[src/rtl/sum_display_driver.sv]
// Two-digit multiplexed 7-segment driver for a 5-bit adder sum.
// Shows 0..31 in decimal, a dash pair on carry-out, blank until first load.
module sum_display_driver #(
  parameter int SCAN_DIV = 50000
) (
  input  logic       clk,
  input  logic       rst_n,
  input  logic [4:0] sum_in,
  input  logic       co_in,
  input  logic       load,
  output logic [6:0] seg,
  output logic [1:0] an,
  output logic       disp_valid
);

  localparam int CW = (SCAN_DIV > 2) ? $clog2(SCAN_DIV) : 1;
  localparam logic [CW-1:0] LAST = CW'(SCAN_DIV - 1);

  localparam logic [6:0] SEG_BLANK = 7'h7F;
  localparam logic [6:0] SEG_DASH  = 7'h3F;
  localparam logic [1:0] AN_OFF    = 2'b11;
  localparam logic [1:0] AN_UNITS  = 2'b10;
  localparam logic [1:0] AN_TENS   = 2'b01;

  logic [4:0]    r_value;
  logic          r_err;
  logic          r_valid;
  logic [CW-1:0] r_cnt;
  logic          r_sel;
  logic [6:0]    r_seg;
  logic [1:0]    r_an;

  logic [3:0]    w_tens;
  logic [3:0]    w_units;
  logic [6:0]    w_seg_d;
  logic [1:0]    w_an_d;

  function automatic logic [6:0] f_enc(
    input logic [3:0] d
  );
    logic [6:0] s;
    case (d)
      4'd0:    s = 7'h40;
      4'd1:    s = 7'h79;
      4'd2:    s = 7'h24;
      4'd3:    s = 7'h30;
      4'd4:    s = 7'h19;
      4'd5:    s = 7'h12;
      4'd6:    s = 7'h02;
      4'd7:    s = 7'h78;
      4'd8:    s = 7'h00;
      4'd9:    s = 7'h10;
      default: s = SEG_BLANK;
    endcase
    return s;
  endfunction

  always_ff @(posedge clk or negedge rst_n) begin
    if (!rst_n) begin
      r_value <= '0;
      r_err   <= 1'b0;
      r_valid <= 1'b0;
    end else if (load) begin
      r_value <= sum_in;
      r_err   <= co_in;
      r_valid <= 1'b1;
    end
  end

  // r_sel: 0 = units slot, 1 = tens slot
  always_ff @(posedge clk or negedge rst_n) begin
    if (!rst_n) begin
      r_cnt <= '0;
      r_sel <= 1'b0;
    end else if (r_cnt == LAST) begin
      r_cnt <= '0;
      r_sel <= ~r_sel;
    end else begin
      r_cnt <= r_cnt + CW'(1);
    end
  end

  always_comb begin
    w_tens  = 4'(r_value / 5'd10);
    w_units = 4'(r_value % 5'd10);
    w_seg_d = SEG_BLANK;
    w_an_d  = AN_OFF;
    unique case (1'b1)
      !r_valid: begin
        w_seg_d = SEG_BLANK;
        w_an_d  = AN_OFF;
      end
      r_valid && !r_sel: begin
        w_an_d  = AN_UNITS;
        w_seg_d = r_err ? SEG_DASH
                        : f_enc(w_units);
      end
      r_valid && r_sel: begin
        w_an_d = AN_TENS;
        if (r_err)
          w_seg_d = SEG_DASH;
        else if (w_tens == 4'd0)
          w_seg_d = SEG_BLANK;
        else
          w_seg_d = f_enc(w_tens);
      end
      default: begin
        w_seg_d = SEG_BLANK;
        w_an_d  = AN_OFF;
      end
    endcase
  end

  always_ff @(posedge clk or negedge rst_n) begin
    if (!rst_n) begin
      r_seg <= SEG_BLANK;
      r_an  <= AN_OFF;
    end else begin
      r_seg <= w_seg_d;
      r_an  <= w_an_d;
    end
  end

  assign seg        = r_seg;
  assign an         = r_an;
  assign disp_valid = r_valid;

endmodule

[config.mk]
export PLATFORM = sky130hd
export DESIGN_NAME = sum_display_driver
export DESIGN_NICKNAME = d
export VERILOG_FILES = /design/src/rtl/sum_display_driver.sv
export SDC_FILE = /design/constraint.sdc
export NUM_CORES = 1
export LEC_CHECK = 0
export ABC_CLOCK_PERIOD_IN_PS = 3200
export BUFFER_PORTS_ARGS = -buffer_cell sky130_fd_sc_hd__buf_2
export CORE_AREA = 8 8 73 75
export CTS_BUF_LIST = sky130_fd_sc_hd__clkbuf_16
export DETAILED_ROUTE_END_ITERATION = 7
export DIE_AREA = 0 0 81 83
export PLACE_DENSITY_LB_ADDON = 0.3
export SYNTH_ARGS = -nofsm -noshare
export SYNTH_HDL_FRONTEND = slang
export SYNTH_SLANG_ARGS = --single-unit
[constraint.sdc]
create_clock -name clk -period 3.2 [get_ports clk]
set_input_delay 0.32 -clock clk [delete_from_list [all_inputs] [get_ports clk]]
set_output_delay 0.32 -clock clk [all_outputs]
set_load 0.02 [all_outputs]
Word-level counts from Yosys, hierarchy flattened:

Memory sizes are Yosys's and may differ from the RTL's.
Index checks and enable logic that the tools add are counted.
W data, S select, Z words.

* register bits after elaboration: 33
* memory bits (read-only): 224
* input port bits: 9
* output and inout port bits: 10
* word-level logic and storage cells: 24
* memories: 2

* $add $sub $neg: 1
* div/mod/pow operators: 2
* eq/ne operators: 1
* muxes and demuxes: 6
* bitwise operators: 1
* reductions and logical operators: 4

Memories
* (no name shown): words 16, bits a word 7, rd ports 1, clocked after memory_dff 0, write ports 0, RTL line 42 `case (d)`
* (no name shown): words 16, bits a word 7, rd ports 1, clocked after memory_dff 0, write ports 0, RTL line 42

Operator list (number)
* $mux W7: 3
* $add A16 B1 Y16 const B: 1
* $eq A16 B16 Y1 const B: 1
* $mux W16: 1
* $pmux W7 S2: 1
* $div A5 B4 Y5 const B: 1
* $mod A5 B4 Y5 const B: 1
* $logic_not A4 Y1: 1
* $pmux W2 S2: 1
* $logic_and A1 B1 Y1: 2
* $logic_not A1 Y1: 1
* $not A1 Y1: 1

Depth between registers and ports, before layout:

* depth after elaboration: 5
* depth in mapped cells: 13
* mapped depth without buffers: 11

Worst setup path after synthesis:

No wires, ideal clock.

* path type: register to register
* start: register r_value[3]
* end: register r_seg[1] (netlist: seg[1])
* setup time: 0.082 ns
* arrival: 2.688 ns
* data required time: 3.118 ns
* slack: 0.430 ns
* stages on the path, launching flop included: 13
* buffers on the path: 3
* clock period less this slack: 2.770 ns
* path through: dfrtp_1 > buf_2 > clkbuf_1 > a21oi_1 > ha_1 > buf_2 > nor3_1 > o21ai_0 > a22o_1 > xnor2_1 > ha_1 > or2_2 > a22oi_1

* cells in the longest elaborated chain, start to end: 5
* elaborated cells between the ends (all ways): 9
* classes of those cells: div (2); mux (4); reduce/logical (1); memory (2)

RTL lines
* start, declared: RTL line 25 `logic [4:0] r_value;`
* start signal, assigned: RTL line 64 `r_value <= sum_in;`
* $div A5 B4 Y5: RTL line 84 `w_tens = 4'(r_value / 5'd10);`
* $mem_v2 Z16 W7 / $logic_not A4 Y1 (equally long branches)
* $mux W7: RTL line 102 `else if (w_tens == 4'd0)`
* $mux W7: RTL line 100 `if (r_err)`
* $pmux W7 S2 (*): RTL line 88 `unique case (1'b1)`
* net w_seg_d[1]: RTL line 35 `logic [6:0] w_seg_d;`
* end signal, assigned: RTL line 119 `r_seg <= w_seg_d;`
* end, declared: RTL line 30 `logic [6:0] r_seg;`

The timed path passes the listed nets; every way through them passes the cells marked *.
A chain may end at the register's enable or synchronous reset.

Worst setup path after layout:

* start: register r_value[4]
* end: register r_seg[1] (netlist: seg[1])

The elaborated chain is that of the path after synthesis.

==> reports/qor.yml <==
worstPathRequired_ns: 3.39
drive_gt1_frac: 0.1991
timing.fmax_mhz: 343.7
cts-root-buf: "clkbuf_16"
cts_resized: 0
leakage_uw: 0.0009542
die_area_sq_um: 6723
path_clk_slew_ns: 0.05
synthFlopType: "dfrtp_1"
antenna_cells: 0
grt_pass1_vias: 1357
syn_inst: 199
cp-start-kind: "flop"
rsz0062_at_grt: "no"
fin_crit_ns: 2.909
antenna_found_initial: 0
r2r_start: "r_value[4]"
setup_viol: 0
postCtsSetupBuffers: 0
dr.first_iter.drc_count: 107
start_util: 0.4473
cts_max_level: 2
num_rows: 24
ys_seq_area_frac: 0.4451
io_pins: 19
hold_buffers: 0
max_cap_violations: 0
n_fill_cell: 416
worstHoldPathType: "in -> async"
cp.arrival_ns: 3.10
wl_per_cell_um: 14.39
cts_tree: "done"
netlist_top_cells_count: "dfrtp_1 (24), nand2_1 (18), nor2_1 (18)"
critPathKind: "reg -> reg"
clockPowerShare: 0.379
multi_input_area_sq_um: 985.9
portBuffers: 18
synth_top_area_share: 0.3194
drt-total-wl_um: 3928
worstSetupEndpointType: "flop"
finalHoldViolCount: 0
regArea_sq_um: 837.1
place.gp.congestion: 0.8748
p_sw_uw: 333.4
fin_ws_ns: 0.2906
syn_avg_cell_area_sq_um: 9.450
core_sq_um: 4204
setup_tns_ns: 0
pwr-share-seq: 0.404
syn-num-nets: 216
drcViolationCount: 0
timing.final.crit_share: 0.9092
synth_edf_count: 0
grt_pass1_wl_um: 6755
grt_max_degree: 34
synthTopCellsByArea: "dfrtp_1 (32%), dfstp_2 (13%), ha_1 (5.3%), o21ai_0 (4.5%), xnor2_1 (4.2%)"
synth.distinct_cells: 45
regToRegSetupSlack_ns: 0.29
pwr-share-comb: 0.217
synth.most_common_cell: "dfrtp_1"
ys_ff_latch: 33
peakVddDrop_mv: 0.3259
slew_violations: 0
dp_slack_ns: 0.3378
cp_max_fo: 10
dp_hpwl_um: 2859
worst_pin_slew_ns: 0.7082
outcome: "finished, final reports clean"
swShare: 0.2848
critPathCapture: "seg[1]"
clk_latency_ns: 0.27
grt-ovfl-total: 0
drtPass1Iterations: 4
track_usage: 0.1265
die_h_um: 83
slew_headroom: 0.5279
syn-cell-area_sq_um: 1881
area_growth_pct: 15.17
clock_sinks: 33
skew_ns: 0.004643
die_w_um: 81
fin_nets: 237
worstSetupStartpoint: "r_value[4]"
cts_buffers: 5
vias_per_cell: 5.458
worst-r2r-cell-count: 10
ys_warn_count: 0
power.internal_uw: 837.4
dr_total_vias: 1490
clock_path_buffers: 2
postRouteAntennaNets: 0
async_flop_share: 1.000
synth_largest_area_cell: "dfrtp_1"
r2r-end: "seg[1]"
powerDensity_nw_per_um2: 540.6
==> layout make-up <==
type	instances	area share
clock buffers	5	0.05777
clock inverters	3	0.006355
inverters	7	0.01213
multi-input cells	152	0.4552
flip-flops and latches	33	0.3865
well taps	52	0.03004
repair buffers	21	0.05199
==> cells by family (layout without fill, tap and decap cells) <==
kind of cell	after synthesis	after routing	synth area share
mux	3	3	0.01730
xor+xnor	16	16	0.07452
flops	33	33	0.4451
fa+ha+maj	8	8	0.05323
compound gates	49	49	0.1663
simple gates	76	76	0.2129
buf+inv	14	36	0.03061
==> cell usage in the layout (no fill, tap or decap), types with 2 or more instances in the layout <==
| master | count |
|---|---|
| and4_1 | 2 |
| dfstp_2 | 9 |
| ha_1 | 8 |
| and2b_1 | 2 |
| nand2b_1 | 5 |
| inv_1 | 8 |
| nand3_1 | 7 |
| nor2b_1 | 5 |
| a21o_1 | 3 |
| a21boi_0 | 2 |
| buf_2 | 18 |
| mux2_2 | 2 |
| xor2_1 | 7 |
| or2_2 | 2 |
| nor2_1 | 18 |
| nor4_1 | 2 |
| or3_1 | 2 |
| buf_4 | 3 |
| a21oi_1 | 11 |
| xnor2_1 | 9 |
| clkbuf_16 | 5 |
| nor3_1 | 3 |
| clkinv_2 | 2 |
| dfrtp_1 | 24 |
| nand4_1 | 4 |
| nand2_1 | 18 |
| o21ai_0 | 17 |
| a22oi_1 | 3 |
| and3_1 | 2 |
==> power groups by stage <==
stage | registers (uW) | logic (uW) | clock network, uW
floorplan | 503 | 156 | 0
global placement | 480 | 252 | 0
detailed placement | 480 | 252 | 0
CTS | 474 | 255 | 456
global route | 477 | 283 | 482
finish | 473 | 254 | 444
==> routing by layer <==
| metal | part of all wire | up-vias | global-route usage |
|---|---|---|---|
| met3 | 0.060 | 6 | 0.04526 |
| met1 | 0.50 | 706 | 0.1812 |
| li1 | - | 739 | - |
| met5 | 0 | - | 0 |
| met4 | 0.013 | 0 | 0.04878 |
| met2 | 0.43 | 39 | 0.1664 |
==> how the worst min path moves through the flow <==
stage,start,end,slack [ns],cells past startpoint
final,rst_n,r_cnt[13],0.10,1
after global routing,rst_n,r_cnt[11],0.16,1
after CTS,rst_n,r_cnt[15],0.13,1
after detailed placement,rst_n,r_value[2],0.42,1
after global placement,rst_n,r_cnt[15],0.40,1
after floorplan,rst_n,disp_valid,0.02,0
==> critical path, stage by stage, from the launching register on <==
cell and delay [ns]:
dfrtp_1 0.37, nor2b_1 0.32, a21oi_1 0.15, ha_1 0.30, nor3_1 0.25, o21ai_0 0.15, a22o_1 0.31, xnor2_1 0.21
ha_1 0.27, or2_2 0.29, a22oi_1 0.19
==> flip-flops by register name, summed over array words and instances (netlist names) <==
signal      cells
seg             7
an              2
r_cnt          16
r_value         5
r_sel           1
disp_valid      1
r_err           1
==> through the flow <==
step	power [uW]	utilization	area [sq um]	std cells	hold slack, ns
floorplan	659.7	-	1881	199	0.02441
global route	1242	0.5152	2166	273	0.1621
CTS	1184	0.5152	2166	273	0.1332
finish	1171	0.5152	2166	273	0.1015
detailed placement	731.7	0.4821	2027	265	0.4239
global placement	731.5	0.4821	2027	265	0.4049
(Power assumes the default switching activity.)
